[config.mk]
export PLATFORM = sky130hd
export DESIGN_NAME = serial_adder_ctrl
export DESIGN_NICKNAME = d
export VERILOG_FILES = /design/src/rtl/serial_adder_pkg.sv /design/src/rtl/full_adder_ha.sv /design/src/rtl/serial_adder_ctrl.sv
export SDC_FILE = /design/constraint.sdc
export NUM_CORES = 1
export LEC_CHECK = 0
export CAP_MARGIN = 30
export CORE_ASPECT_RATIO = 0.6
export CORE_MARGIN = 3
export CORE_UTILIZATION = 47
export DETAILED_ROUTE_END_ITERATION = 7
export PLACE_DENSITY = 0.84
export SYNTH_ARGS = -nofsm -noshare
export SYNTH_HDL_FRONTEND = slang
export SYNTH_HIERARCHICAL = 1
export SYNTH_SLANG_ARGS = --single-unit
[constraint.sdc]
create_clock -name clk -period 1.7 [get_ports clk]
set_clock_uncertainty 0.2 [all_clocks]
set_input_delay 0.34 -clock clk [delete_from_list [all_inputs] [get_ports clk]]
set_output_delay 0.34 -clock clk [all_outputs]
set_load 0.02 [all_outputs]
[src/rtl/serial_adder_pkg.sv]
// ---------------------------------------------------------------------------
// serial_adder_pkg
//  Shared definitions for the bit-serial adder controller.
//  Contents:
//    STATE_W     width of the controller state register
//    state_t     controller state encoding (IDLE / SHIFT / DONE)
//    S_ILLEGAL   the one unused code; the FSM steers it back to IDLE
//    WIDTH_MIN/WIDTH_MAX  legal operand width range
//    state_is_busy()      busy decode shared by RTL and any bound checker
// ---------------------------------------------------------------------------
package serial_adder_pkg;

   localparam int STATE_W   = 2;
   localparam int WIDTH_MIN = 2;
   localparam int WIDTH_MAX = 32;

   typedef enum logic [STATE_W-1:0] {
      S_IDLE  = 2'd0,
      S_SHIFT = 2'd1,
      S_DONE  = 2'd2
   } state_t;

   // Unreachable in normal operation; only an upset could land here.
   localparam logic [STATE_W-1:0] S_ILLEGAL = 2'd3;

   // busy covers the whole time an operation owns the datapath,
   // including the single DONE cycle where the result is presented.
   function automatic logic state_is_busy(input state_t s);
      return (s == S_SHIFT) || (s == S_DONE);
   endfunction

endpackage : serial_adder_pkg

[src/rtl/full_adder_ha.sv]
// ---------------------------------------------------------------------------
// full_adder_ha
//  One-bit full adder built from two half adders. This is the only adder
//  in the serial add path; the controller reuses it once per bit.
//  Ports:
//    a, b    in   operand bits
//    cin     in   carry in
//    sum     out  a ^ b ^ cin
//    carry   out  majority(a, b, cin)
// ---------------------------------------------------------------------------
module full_adder_ha (
   input  logic a,
   input  logic b,
   input  logic cin,
   output logic sum,
   output logic carry
);

   logic ha0_sum;
   logic ha0_carry;
   logic ha1_sum;
   logic ha1_carry;

   // First half adder: the two operand bits.
   assign ha0_sum   = a ^ b;
   assign ha0_carry = a & b;

   // Second half adder: partial sum with the incoming carry.
   assign ha1_sum   = ha0_sum ^ cin;
   assign ha1_carry = ha0_sum & cin;

   // The two half-adder carries can never both be 1, so OR is exact.
   assign sum   = ha1_sum;
   assign carry = ha0_carry | ha1_carry;

endmodule : full_adder_ha

[src/rtl/serial_adder_ctrl.sv]
// ---------------------------------------------------------------------------
// serial_adder_ctrl
//  Bit-serial WIDTH-bit adder. A single full_adder_ha cell is sequenced over
//  WIDTH cycles, LSB first, to form a_in + b_in + cin_in.
//
//  Handshake: start is a request that is only looked at while IDLE. When it
//  is seen high at a rising edge in IDLE the operands are captured on that
//  same edge and the request is consumed; start seen in SHIFT or DONE is
//  dropped, as are the operand inputs. done is a one-cycle pulse and the
//  result on sum_out/cout_out is valid from that cycle until the next done.
//  There is no back-pressure on the result side.
//
//  Ports:
//    clk        in   rising-edge clock
//    rst_n      in   asynchronous active-low reset
//    start      in   operation request (sampled in IDLE only)
//    a_in       in   operand A  [WIDTH]
//    b_in       in   operand B  [WIDTH]
//    cin_in     in   carry-in
//    busy       out  high in SHIFT and DONE
//    done       out  one-cycle completion pulse
//    sum_out    out  registered sum [WIDTH]
//    cout_out   out  registered carry-out
//    state_dbg  out  raw controller state register, for observation only
//
//  Timing: start sampled at edge E0, WIDTH shift edges follow, done is high
//  in the cycle after edge E0+WIDTH. Minimum start-to-start spacing is
//  WIDTH+2 cycles. WIDTH must lie in 2..32.
// ---------------------------------------------------------------------------
module serial_adder_ctrl
   import serial_adder_pkg::*;
#(
   parameter int WIDTH = 8
) (
   input  logic               clk,
   input  logic               rst_n,
   input  logic               start,
   input  logic [WIDTH-1:0]   a_in,
   input  logic [WIDTH-1:0]   b_in,
   input  logic               cin_in,
   output logic               busy,
   output logic               done,
   output logic [WIDTH-1:0]   sum_out,
   output logic               cout_out,
   output logic [STATE_W-1:0] state_dbg
);

   localparam int              CW   = $clog2(WIDTH);
   localparam logic [CW-1:0]   LAST = CW'(WIDTH - 1);

   state_t             state;
   logic [WIDTH-1:0]   a_sr;
   logic [WIDTH-1:0]   b_sr;
   // Only WIDTH-1 bits are stored: on the last shift the cell's sum bit is
   // concatenated on top to form the full result directly into sum_out.
   logic [WIDTH-2:0]   s_sr;
   logic               c_q;
   logic [CW-1:0]      count;

   logic               fa_sum;
   logic               fa_carry;
   logic [WIDTH-1:0]   s_next;

   // -------------------------------------------------------------------------
   // The single arithmetic cell.
   // -------------------------------------------------------------------------
   full_adder_ha u_fa (
      .a     (a_sr[0]),
      .b     (b_sr[0]),
      .cin   (c_q),
      .sum   (fa_sum),
      .carry (fa_carry)
   );

   // Sum register after this edge's shift: new bit enters at the MSB so the
   // LSB computed first ends up at bit 0 after WIDTH shifts.
   assign s_next = {fa_sum, s_sr};

   // -------------------------------------------------------------------------
   // Controller, counter and shift registers.
   // -------------------------------------------------------------------------
   always_ff @(posedge clk or negedge rst_n) begin
      if (!rst_n) begin
         state    <= S_IDLE;
         a_sr     <= '0;
         b_sr     <= '0;
         s_sr     <= '0;
         c_q      <= 1'b0;
         count    <= '0;
         sum_out  <= '0;
         cout_out <= 1'b0;
      end else begin
         case (state)
            S_IDLE: begin
               if (start) begin
                  a_sr  <= a_in;
                  b_sr  <= b_in;
                  c_q   <= cin_in;
                  s_sr  <= '0;
                  count <= '0;
                  state <= S_SHIFT;
               end
            end

            S_SHIFT: begin
               s_sr <= s_next[WIDTH-1:1];
               a_sr <= {1'b0, a_sr[WIDTH-1:1]};
               b_sr <= {1'b0, b_sr[WIDTH-1:1]};
               c_q  <= fa_carry;
               if (count == LAST) begin
                  // Final bit: publish the result. count is returned to 0
                  // rather than incremented so it never reaches WIDTH.
                  sum_out  <= s_next;
                  cout_out <= fa_carry;
                  count    <= '0;
                  state    <= S_DONE;
               end else begin
                  count <= count + 1'b1;
               end
            end

            S_DONE: begin
               state <= S_IDLE;
            end

            default: begin
               // S_ILLEGAL: abandon whatever was in flight, no done.
               state <= S_IDLE;
            end
         endcase
      end
   end

   // -------------------------------------------------------------------------
   // Status outputs are pure decodes of the state flop: no path from start.
   // -------------------------------------------------------------------------
   assign busy      = state_is_busy(state);
   assign done      = (state == S_DONE);
   assign state_dbg = state;

endmodule : serial_adder_ctrl

After elaboration in Yosys (flattened, before gate mapping)
Cells that the tools add are included.
{"block": "word_totals", "register_bits": 38, "input_bits": 20, "output_inout_bits": 13, "word_cells": 39}
{"block": "classes", "n_addsub": 1, "n_eq_ne": 5, "n_mux": 14, "bitwise_logic": 5, "reduce_logical": 6}
{"op": "case mux 8 bit (2 select lines)", "n": 2}
{"op": "two-way mux 8 bit", "n": 2}
{"op": "case mux 7 bit (2 select lines)", "n": 1}
{"op": "two-way mux 7 bit", "n": 1}
{"op": "two-way mux 3 bit", "n": 2}
{"op": "case mux 3 bit (2 select lines)", "n": 1}
{"op": "AND reduction 2 bit", "n": 3}
{"op": "two-way mux 2 bit", "n": 2}
{"op": "inequality test 2 bit, second input constant", "n": 2}
{"op": "case mux 2 bit (2 select lines)", "n": 1}
{"op": "adder 3 x 1 -> 3 bit, second input constant", "n": 1}
{"op": "equality test 3 bit, second input constant", "n": 1}
{"op": "AND 1 bit", "n": 2}
{"op": "equality test 2 x 1 -> 1 bit, second input constant", "n": 1}
{"op": "equality test 2 bit, second input constant", "n": 1}
{"op": "zero test 2 bit", "n": 1}
{"op": "case mux 1 bit (2 select lines)", "n": 1}
{"op": "nonzero test 2 bit", "n": 1}
{"op": "bitwise XOR 1 bit", "n": 2}
{"op": "logical OR 1 bit", "n": 1}
{"op": "two-way mux 1 bit", "n": 1}
{"op": "bitwise OR 1 bit", "n": 1}

Logic depth before layout (Yosys ltp)
{"block": "logic_depth", "word_depth": 4, "ltp_mapped": 7, "mapped_depth_nobuf": 5}

Cells and area by module
The synthesis kept the hierarchy.
{"mod": "serial_adder_ctrl", "n_inst": 1, "cells_per_inst": 158, "area_each_um2": 1819.2, "seq_area_each_um2": 950.9}
{"mod": "full_adder_ha", "n_inst": 1, "cells_per_inst": 1, "area_each_um2": 20.0, "seq_area_each_um2": 0.0}

Worst setup path after synthesis
OpenSTA, ideal clock, no wires.
{"block": "synth_timing", "path_kind": "register -> register", "from": "reg state[0] (netlist: state_dbg[0])", "to": "reg state[1] (netlist: state_dbg[1])", "setup_ns": 0.127, "arrival_ns": 1.572, "required_time_ns": 1.373, "setup_slack_ns": -0.200, "path_stages_with_launch": 7, "path_buffers": 1, "period_less_slack_ns": 1.900, "cell_sequence": "dfrtp_1 > inv_1 > ha_1 > and2b_1 > buf_4 > nor2_1 > mux2_1"}
{"block": "synth_via", "elab_chain_len": 3, "elab_cells_between_ends": 6, "classes_between": "eq/ne (3); mux (1); reduce/logical (2)"}
{"element": "start, declared", "line": "serial_adder_ctrl.sv:51", "rtl": "state_t state;"}
{"element": "start signal, assigned", "line": "serial_adder_ctrl.sv:84", "rtl": "state <= S_IDLE;"}
{"element": "start signal, assigned", "line": "serial_adder_ctrl.sv:101", "rtl": "state <= S_SHIFT;"}
{"element": "start signal, assigned", "line": "serial_adder_ctrl.sv:116", "rtl": "state <= S_DONE;"}
{"element": "equality test 2 x 1 -> 1 bit or zero test 2 bit (tied branches)", "line": "serial_adder_ctrl.sv:93", "rtl": "case (state)"}
{"element": "inequality test 2 bit (no source line)"}
{"element": "AND reduction 2 bit (no source line)"}
Parallel ways exist; a longest one is shown, timed or not.
A chain may end at the register's enable or synchronous reset.

Final worst setup path
{"block": "layout_timing", "from": "reg state[1] (netlist: state_dbg[1])", "to": "out done"}
{"block": "layout_via", "elab_chain_len": 1}
{"element": "equality test 2 bit", "line": "serial_adder_ctrl.sv:138", "rtl": "assign done = (state == S_DONE);"}
{"element": "end, declared", "line": "serial_adder_ctrl.sv:42", "rtl": "output logic done,"}
No other way between the ends.

==> flow_metrics.tcl <==
set metrics [dict create \
    ys_async_sr_fraction_pct 100 \
    coreArea_um2 3500 \
    hold_viol 0 \
    fp-row-count 16 \
    peakVddDrop_v 0.00135 \
    cts_root_buffer "clkbuf_8" \
    slowest_stage "dfrtp_2" \
    wl_met1_um 2080 \
    grt_pass1_vias 1497 \
    track_usage_pct 20.7 \
    min_period_over_period_pct 99.0 \
    cellPowerDensity_nw_per_um2 1760 \
    reg2reg_slack_ns 0.03 \
    required_ns 1.16 \
    whs_ns 0.219 \
    max_freq_ghz 0.594 \
    die_w_um 86.8 \
    status "complete, no violations" \
    setup-violations-final 0 \
    cts.clk_slew.worst_paths_ns 0.08 \
    r2r-end "count[0]" \
    synth_edf_count 0 \
    stdcell_area_um2 2590 \
    layout_min_cycle_time_ns 1.68 \
    r2r-start "state_dbg[1]" \
    slew_violations 0 \
    final_nets 245 \
    cts_sinks 38 \
    cpPeakStageDelay_ns 0.43 \
    drc 0 \
    fp.dieH_um 54.5 \
    antenna_found_initial 0 \
    wl_met2_um 2270 \
    syn_avg_cell_area_um2 11.6 \
    grt_start_max_net_pins 39 \
    grt_pass1_wl_um 7450 \
    finalSetupTns_ns 0 \
    synth_nets 186 \
    overflow 0 \
    io_pins 33 \
    tightestPinTransition_ns 0.258 \
    cts_tree "done" \
    rsz0062_at_grt "true" \
    fillers 211 \
    synth_warnings 6 \
    numPortBuffers 32 \
    ff_latch_area_um2 953 \
    ys.flop_type "dfrtp_1" \
    ys_types 32 \
    routed_via_density 5.72 \
    drive_above_1_share_pct 37.9 \
    relSlewSlack_pct 82.7 \
    die-area_um2 4720 \
    crit_arrival_ns 1.14 \
    drt-total-wl_um 4650 \
    clk_latency_ns 0.29 \
    initialDrtViolationCount 86 \
    hpwl_um 3190 \
    multi_input_area_um2 870 \
    start_util_pct 52.5 \
    dr_wl_met3_um 245 \
    rr_worst_depth 7 \
    power_mw 4.57 \
    vias 1510 \
    globalplace.congestion 0.795 \
    end_kind "primary output" \
    synth_cells 159 \
    worstSetupStartpointType "register" \
    path_class "register to primary output" \
    drt-pass1-iter-count 4 \
    routedWlPerCell_um 17.6 \
    maxCapViolations 0 \
    yosysSeqAreaShare_pct 51.7 \
    top_layer "met4" \
    critPathMaxFanout 3 \
    syn_to_final_growth_pct 41.0 \
    cts_buffer_depth 2 \
    ant_nets 0 \
    num_antenna_cells 0 \
    min_path_type "input port to async pin" \
    numCtsBuffers 5 \
    syn_area_um2 1840 \
    htree_levels 2 \
    ys_seq_elements 38 \
    crit_chain "buf_4 > ha_2 > buf_6" \
    p_leak_nw 1.15 \
    placed_area_um2 2370 \
]
Yosys cell counts, types with 2 or more instances:
master,number,area [um2]
dfrtp_1,38,951
o221a_2,5,56.3
buf_4,5,37.5
inv_1,4,15.0
ha_1,6,75.1
a211oi_2,6,75.1
a211oi_1,2,15.0
nand3_1,6,30.0
mux2_2,9,101
nor2b_1,2,12.5
o22a_1,3,26.3
a22o_1,9,78.8
o21ai_0,6,30.0
or3_1,2,12.5
nor3_1,9,45.0
buf_6,2,22.5
and3b_1,2,17.5
nand4_1,3,18.8
o22ai_1,7,43.8
nor2_1,12,45.0
buf_2,4,20.0
nand2_1,7,26.3
layout by cell type (no fill, tap or decap), types with 5 or more instances in the layout:
cell	netlist	final
a211oi_2	6	6
a22o_1	9	9
buf_4	5	26
clkbuf_8	0	6
clkdlybuf4s50_1	0	18
dfrtp_1	38	36
dlygate4sd2_1	0	9
mux2_2	9	9
nand2_1	7	5
nand3_1	6	6
nor2_1	12	11
nor3_1	9	7
o21ai_0	6	6
o221a_2	5	5
o22ai_1	7	7
cells by family (layout without fill, tap and decap cells):
group                    count (synthesis)  count (layout)  share of synthesized area [%]
AND/OR/NAND/NOR                         46              46                           12.4
AO/OA/AOI/OAI                           41              41                           18.7
flip-flops                              38              38                           51.7
buffers and inverters                   16              76                           5.37
multiplexers                            11              11                           6.67
adder cells (fa/ha/maj)                  7               7                           5.17
where the power goes:
group          switching (mW)  leakage [nW]  internal [mW]
clock                   0.316        0.0472          0.326
combinational            1.19         0.641           1.27
sequential              0.250         0.458           1.22
sequential cells by signal (all words and copies together) (netlist names):
| name | cells |
|---|---|
| a_sr | 8 |
| b_sr | 8 |
| sum_out | 8 |
| s_sr | 7 |
| count | 3 |
| state_dbg | 2 |
| c_q | 1 |
| cout_out | 1 |
area by class of cell:
class | instances | share of cell area (%)
clock buffers | 6 | 3.18
clock inverters | 2 | 0.482
inverters | 4 | 0.675
multi-input cells | 105 | 33.5
flip-flops and latches | 38 | 36.8
well taps | 45 | 2.17
repair buffers | 64 | 23.2
layer usage:
metal / up-vias / GRT usage (%)
li1: 706 / -
met1: 746 / 27.3
met2: 51 / 35.2
met3: 7 / 4.66
met4: 0 / 5.44
met5: - / 0
worst max-delay path by stage:
stage                 start            to  slack (ns)  cells past startpoint
3_3_place_gp          start  state_dbg[1]       -0.25                      4
3_5_place_dp          start       a_sr[5]       -0.30                      5
6_report       state_dbg[1]          done        0.02                      3
2_1_floorplan  state_dbg[0]  state_dbg[1]       0.003                      6
4_1_cts        state_dbg[1]      count[0]      0.0002                      7
5_1_grt        state_dbg[1]      count[0]       -0.02                      7
through the flow:
step | setup WS [ns] | std cells | utilization [%]
final | 0.0170 | 264 | 74.0
after global routing | -0.0171 | 264 | 74.0
after CTS | 0.000166 | 259 | 71.3
after detailed placement | -0.304 | 250 | 67.6
after global placement | -0.247 | 250 | 67.6
after floorplan | 0.00330 | 159 | -
what timing repair did:
action	4_1_cts	5_1_grt
hold buffers	0	0
setup buffers	0	5
pin swaps	0	1
resized for setup	41	13
setup endpoints to repair	48	31
cloned	1	0
critical path: cells and delay by family, from the launching register on:
family,cells,cell delay [ns]
flip-flops,1,0.43
buffers and inverters,2,0.27
adder cells (fa/ha/maj),1,0.16
No activity file was read; power rests on OpenSTA's default activity.
